## src/rtl/seven_seg_scanner_pkg.sv

```systemverilog
// Segment glyph tables and BCD decode helper shared by the scanner and its decoder.
// Patterns are active-high {a,b,c,d,e,f,g} with a in bit 6.
package seg7_pkg;

  localparam logic [6:0] SEG_BLANK = 7'h00;
  localparam logic [6:0] SEG_DASH  = 7'h01;

  localparam logic [0:9][6:0] SEG_DIGIT = {
    7'h7E, 7'h30, 7'h6D, 7'h79, 7'h33,
    7'h5B, 7'h5F, 7'h70, 7'h7F, 7'h7B
  };

  // Codes 10-15 are not valid BCD; show a dash so a bad counter is visible.
  function automatic logic [6:0] bcd_to_seg(input logic [3:0] nib);
    if (nib > 4'd9) return SEG_DASH;
    return SEG_DIGIT[nib];
  endfunction

endpackage

```

## src/rtl/seven_seg_scanner_if.sv

```systemverilog
// Display bus: digit data/load from the counter side, multiplexed drive to the board.
interface seven_seg_scanner_if #(
  parameter int NUM_DIGITS = 4
);
  localparam int IDX_W = (NUM_DIGITS > 1) ? $clog2(NUM_DIGITS) : 1;

  logic [4*NUM_DIGITS-1:0] bcd;
  logic [NUM_DIGITS-1:0]   dp;
  logic                    load;
  logic [6:0]              seg;
  logic                    dp_out;
  logic [NUM_DIGITS-1:0]   an;
  logic [IDX_W-1:0]        digit_idx;

  modport master (output bcd, dp, load, input seg, dp_out, an, digit_idx);
  modport slave  (input bcd, dp, load, output seg, dp_out, an, digit_idx);
endinterface

```

## src/rtl/seven_seg_scanner_decode.sv

```systemverilog
// Nibble to active-high segments; a blanked slot lights nothing.
module seven_seg_decode
  import seg7_pkg::*;
(
  input  logic [3:0] nibble,
  input  logic       blank,
  output logic [6:0] seg
);
  // Pure lookup; polarity is applied by the caller's output register.
  always_comb begin
    seg = blank ? SEG_BLANK : bcd_to_seg(nibble);
  end
endmodule

```

## src/rtl/seven_seg_scanner.sv

```systemverilog
// Shadow-captures packed BCD digits and scans them onto one shared 7-segment bus.
// All board-facing outputs come straight from flops so the scan is glitch-free.
module seven_seg_scanner
  import seg7_pkg::*;
#(
  parameter int NUM_DIGITS    = 4,
  parameter int REFRESH_DIV   = 4,
  parameter int BLANK_LEADING = 1,
  parameter int ACTIVE_LOW    = 1
) (
  input logic              clk,
  input logic              rst,
  seven_seg_scanner_if.slave disp
);
  localparam int   IDX_W = (NUM_DIGITS > 1) ? $clog2(NUM_DIGITS) : 1;
  localparam int   PRE_W = (REFRESH_DIV > 1) ? $clog2(REFRESH_DIV) : 1;
  localparam logic POL   = (ACTIVE_LOW != 0);

  logic [NUM_DIGITS-1:0][3:0] shadow_bcd;
  logic [NUM_DIGITS-1:0]      shadow_dp;
  logic [PRE_W-1:0]           pre;
  logic [IDX_W-1:0]           sel;
  logic [NUM_DIGITS-1:0]      blank;
  logic [3:0]                 cur_nib;
  logic                       cur_blank;
  logic                       cur_dp;
  logic [NUM_DIGITS-1:0]      cur_an;
  logic [6:0]                 cur_seg;

  // Shadow capture: the display only ever reads this copy.
  always_ff @(posedge clk or posedge rst) begin
    if (rst) begin
      shadow_bcd <= '0;
      shadow_dp  <= '0;
    end else if (disp.load) begin
      shadow_bcd <= disp.bcd;
      shadow_dp  <= disp.dp;
    end
  end

  // Prescaler and scan index; the index steps once per REFRESH_DIV cycles.
  always_ff @(posedge clk or posedge rst) begin
    if (rst) begin
      pre <= '0;
      sel <= '0;
    end else if (pre == PRE_W'(REFRESH_DIV - 1)) begin
      pre <= '0;
      sel <= (sel == IDX_W'(NUM_DIGITS - 1)) ? '0 : sel + 1'b1;
    end else begin
      pre <= pre + 1'b1;
    end
  end

  // Leading-zero mask: walk from the top digit down until something is lit.
  always_comb begin
    logic lit;
    lit   = 1'b0;
    blank = '0;
    for (int i = NUM_DIGITS - 1; i >= 0; i--) begin
      lit      = lit | (shadow_bcd[i] != 4'd0) | shadow_dp[i];
      blank[i] = (BLANK_LEADING != 0) && (i != 0) && !lit;
    end
  end

  // Pick the currently scanned digit and build its one-hot anode (active-high).
  always_comb begin
    cur_nib   = shadow_bcd[sel];
    cur_blank = blank[sel];
    cur_dp    = shadow_dp[sel] & ~cur_blank;
    cur_an    = '0;
    if (!cur_blank) cur_an[sel] = 1'b1;
  end

  seven_seg_decode u_dec (
    .nibble (cur_nib),
    .blank  (cur_blank),
    .seg    (cur_seg)
  );

  // Output register: polarity applied here; a load coinciding with an index
  // step is naturally seen one edge later because both feed this flop.
  always_ff @(posedge clk or posedge rst) begin
    if (rst) begin
      disp.seg       <= {7{POL}};
      disp.dp_out    <= POL;
      disp.an        <= {NUM_DIGITS{POL}};
      disp.digit_idx <= '0;
    end else begin
      disp.seg       <= cur_seg ^ {7{POL}};
      disp.dp_out    <= cur_dp ^ POL;
      disp.an        <= cur_an ^ {NUM_DIGITS{POL}};
      disp.digit_idx <= sel;
    end
  end

endmodule

```

## src/flat_wrapper.sv

```systemverilog
// flat-port wrapper written by rule: the top's interface ports become plain ports
module seven_seg_scanner_flat import seg7_pkg::*;
#(
  parameter int NUM_DIGITS    = 4,
  parameter int REFRESH_DIV   = 4,
  parameter int BLANK_LEADING = 1,
  parameter int ACTIVE_LOW    = 1
)
  (clk, rst, disp_bcd, disp_dp, disp_load, disp_seg, disp_dp_out, disp_an, disp_digit_idx);
  seven_seg_scanner_if #(.NUM_DIGITS(NUM_DIGITS)) disp_i ();
  input logic clk;
  input logic rst;
  input wire logic [$bits(disp_i.bcd)-1:0] disp_bcd;
  input wire logic [$bits(disp_i.dp)-1:0] disp_dp;
  input wire logic [$bits(disp_i.load)-1:0] disp_load;
  output wire logic [$bits(disp_i.seg)-1:0] disp_seg;
  output wire logic [$bits(disp_i.dp_out)-1:0] disp_dp_out;
  output wire logic [$bits(disp_i.an)-1:0] disp_an;
  output wire logic [$bits(disp_i.digit_idx)-1:0] disp_digit_idx;
  assign disp_i.bcd = disp_bcd;
  assign disp_i.dp = disp_dp;
  assign disp_i.load = disp_load;
  assign disp_seg = disp_i.seg;
  assign disp_dp_out = disp_i.dp_out;
  assign disp_an = disp_i.an;
  assign disp_digit_idx = disp_i.digit_idx;
  seven_seg_scanner #(.NUM_DIGITS(NUM_DIGITS), .REFRESH_DIV(REFRESH_DIV), .BLANK_LEADING(BLANK_LEADING), .ACTIVE_LOW(ACTIVE_LOW)) u_core (.clk(clk), .rst(rst), .disp(disp_i));
endmodule
```

## config.mk

```make
export PLATFORM = sky130hd
export DESIGN_NAME = seven_seg_scanner_flat
export DESIGN_NICKNAME = d
export VERILOG_FILES = /design/src/rtl/seven_seg_scanner_pkg.sv /design/src/rtl/seven_seg_scanner_if.sv /design/src/rtl/seven_seg_scanner_decode.sv /design/src/rtl/seven_seg_scanner.sv /design/src/flat_wrapper.sv
export SDC_FILE = /design/constraint.sdc
export NUM_CORES = 1
export LEC_CHECK = 0
export ABC_AREA = 1
export ABC_CLOCK_PERIOD_IN_PS = 4570
export BUFFER_PORTS_ARGS = -buffer_cell sky130_fd_sc_hd__buf_4
export CORE_UTILIZATION = 56
export DETAILED_ROUTE_END_ITERATION = 7
export PLACE_DENSITY_LB_ADDON = 0.3
export SETUP_SLACK_MARGIN = 0.5
export SYNTH_ARGS = -nofsm -noshare
export SYNTH_HDL_FRONTEND = slang
export SYNTH_SLANG_ARGS = --single-unit
```

## constraint.sdc

```tcl
create_clock -name clk -period 4.57 [get_ports clk]
set_input_delay 0.2285 -clock clk [delete_from_list [all_inputs] [get_ports clk]]
set_output_delay 0.2285 -clock clk [all_outputs]
set_load 0.02 [all_outputs]
```

==> results.txt <==
final wirelength - 3330 um
CP max FO - 16
antenna violations before repair - 0
cell row count - 20
Initial Util - 59.3%
internal reg-to-reg setup slack - 2.57 ns
CTS H-tree depth - 2
Synth Cell Area - 1810 um2
pin count of the biggest net entering global routing - 39
crit-path leading delay family - flip-flops
register area share after synthesis - 53.4%
Worst setup EP type - flip-flop
share of cells above drive strength 1 - 38.2%
max cap viols - 0
largest family of logic cells by synthesized area - simple AND/OR/NAND/NOR gates
reg-to-reg startpoint - u_core.sel[0]
first-pass GRT wire length - 5630 um
Req. time, crit path - 4.86 ns
met2 Track Usage GR - 38.3%
final period utilization - 43.8%
Peak VDD IR - 0.000210 V
Starting DRT DRC Count - 55
CP Data Arrival Time - 2.29 ns
measured slew at the worst slew-check pin - 0.511 ns
Longest Clk Path Bufs - 2
setup slack after layout - 2.57 ns
Ports - 37
PortBufs - 36
LEAKAGE - 1.10 nW
area of the core - 3050 um2
Max Slew Vio Count - 0
#FFs+latches synth - 38
most heavily used metal layer in global routing - met2
GR Layer Usage met1 - 25.7%
Setup crit start kind - flip-flop
DR vias/cell - 4.95
worst slack, placed - 2.61 ns
clk root buf - clkbuf_4
# DRC - 0
commonest cells after routing, fill and taps aside - 49 x nand2_1, 37 x buf_4, 26 x dfrtp_1
final hold violations - 0
die area - 3460 um2
synthesized net count - 217
Ys Warns - 0
Total GRT Usage - 22.5%
Setup Skew - 0.00619 ns
worst-path cell chain - inv_2, nand2_1, nand3_1, nand2_2, inv_1, ha_1, inv_1, nand2_1, nand2_1, nand2_1, nand2_1, inv_2, nand2_1
CTS tree - built
crit path kind - reg2reg
Synth Instances - 184
Resize count post-CTS - 0
routability cong. - 0.859
Setup TNS - 0 ns
DP Area - 2110 um2
Synth Area in Compound Gates - 4.35%
R2R depth - 13
CP dominant cell by count - nand2_1
Reg-to-Reg End - u_core.disp.seg[2]
Worst-path clk slew - 0.10 ns
# fillers - 230
fmax - 500 MHz
Worst-Skew Late Latency - 0.34 ns
unrepaired setup endpoints after global routing - no
diodes inserted - 0
Antenna Nets Post-Route - 0
leading cell type in the layout, fill and taps excluded - nand2_1
Die Wd - 58.9 um
total number of vias - 1332
Area Growth Syn to Fin - 20.2%
hold_ws - 0.0948 ns
Die Height - 58.9 um
Avg Inst Size Synth - 9.84 um2
final net count - 257
Power Total - 0.000691 W
total grt overflow - 0
Hold Crit Depth - 3
Synth Area in Adders - 6.91%
wire per inst - 12.4 um
setup violators final - 0
Post-Synth Simple-Gate Area - 21.4%
TritonCTS sink count - 38
slowest CP cell - dfrtp_1
power density over the cells - 318 nW/um2
design area - 2180 um2
outcome - complete, no violations
vias in the first global route - 1338
global routing usage on met3 - 5.27%
Yosys cell types - 20
CP Buf/Inv Count - 4
WHS Endpoint - u_core.shadow_bcd[14]
drt first pass iters - 4
Min-Delay Startpoint - disp_bcd[14]
slew margin rel. - 65.9%
Final Critical Period - 2.00 ns
worst hold path type - in2reg
CP peak stage delay - 0.68 ns
CTS Buf Count - 5
hpwl dp - 2540 um
Synth Area in XOR/XNOR - 0%
mux contribution to synthesized area - 8.09%
-- timing repair --
action                                  CTS  global route
hold buffers                              1             0
setup buffers                             0             0
hold endpoints to repair                 26             0
endpoints found under the setup margin    0             0
-- area by class of cell --
type / count / area [um2] / area share (%)
clock buffers: 7 / 55.1 / 2.53
clock inverters: 1 / 5.00 / 0.230
inverters: 19 / 71.3 / 3.28
multi-input cells: 122 / 737 / 33.9
flip-flops and latches: 38 / 966 / 44.4
well taps: 44 / 55.1 / 2.53
repair buffers: 38 / 288 / 13.2
-- registers in the layout (all words and copies together), names as in the netlist --
signal / cells
u_core.disp.digit_idx: 2
u_core.shadow_bcd: 16
u_core.disp.an: 4
u_core.disp.seg: 7
u_core.sel: 2
u_core.disp.dp_out: 1
u_core.pre: 2
u_core.shadow_dp: 4
-- per-stage QoR --
stage          std cells  util, %
2_1_floorplan        184        -
3_3_place_gp         260     69.0
3_5_place_dp         260     69.0
4_1_cts              269     71.3
5_1_grt              269     71.3
6_report             269     71.3
-- worst max path at each step --
stage / from / to / slack, ns / depth (start not counted)
floorplan: u_core.sel[0] / u_core.disp.seg[2] / 3.01 / 14
finish: u_core.sel[0] / u_core.disp.seg[2] / 2.57 / 13
global route: u_core.sel[0] / u_core.disp.seg[2] / 2.36 / 13
global placement: u_core.sel[0] / u_core.disp.seg[2] / 2.73 / 13
detailed placement: u_core.sel[0] / u_core.disp.seg[2] / 2.61 / 13
CTS: u_core.sel[0] / u_core.disp.seg[2] / 2.57 / 13
-- synthesized netlist by cell type, drive strengths merged --
cell type / number / share of area, %
inv: 19 / 3.9
a21oi: 2 / 0.76
nor2: 11 / 2.6
nand3: 17 / 5.9
ha: 10 / 6.9
dfrtp: 26 / 36
buf: 4 / 1.8
dfstp: 12 / 17
clkbuf: 1 / 0.21
mux2: 13 / 8.1
nand2: 56 / 13
o21ai: 13 / 3.6
-- power by group --
part	switching [W]	internal [W]
Sequential	0.0000169	0.000373
Clock	0.000100	0.0000745
Combinational	0.0000696	0.0000568
Total	0.000187	0.000504
-- cells by family after synthesis --
kind of cell,after synthesis
AOI/OAI and AO/OA,15
buffers and inverters,24
and+or+nand+nor,84
muxes,13
adders and majority gates,10
DFF,38
-- metal layers --
metal / share of wire, % / up-vias
met2: 53 / 47
met4: 1.8 / 0
li1: - / 665
met1: 41 / 613
met3: 4.6 / 7
met5: 0 / -
-- worst min-delay path, cell delays in order --
cell and delay, ns:
buf_4 0.07, nand2_1 0.04, o21ai_0 0.06
(Power assumes the default switching activity.)
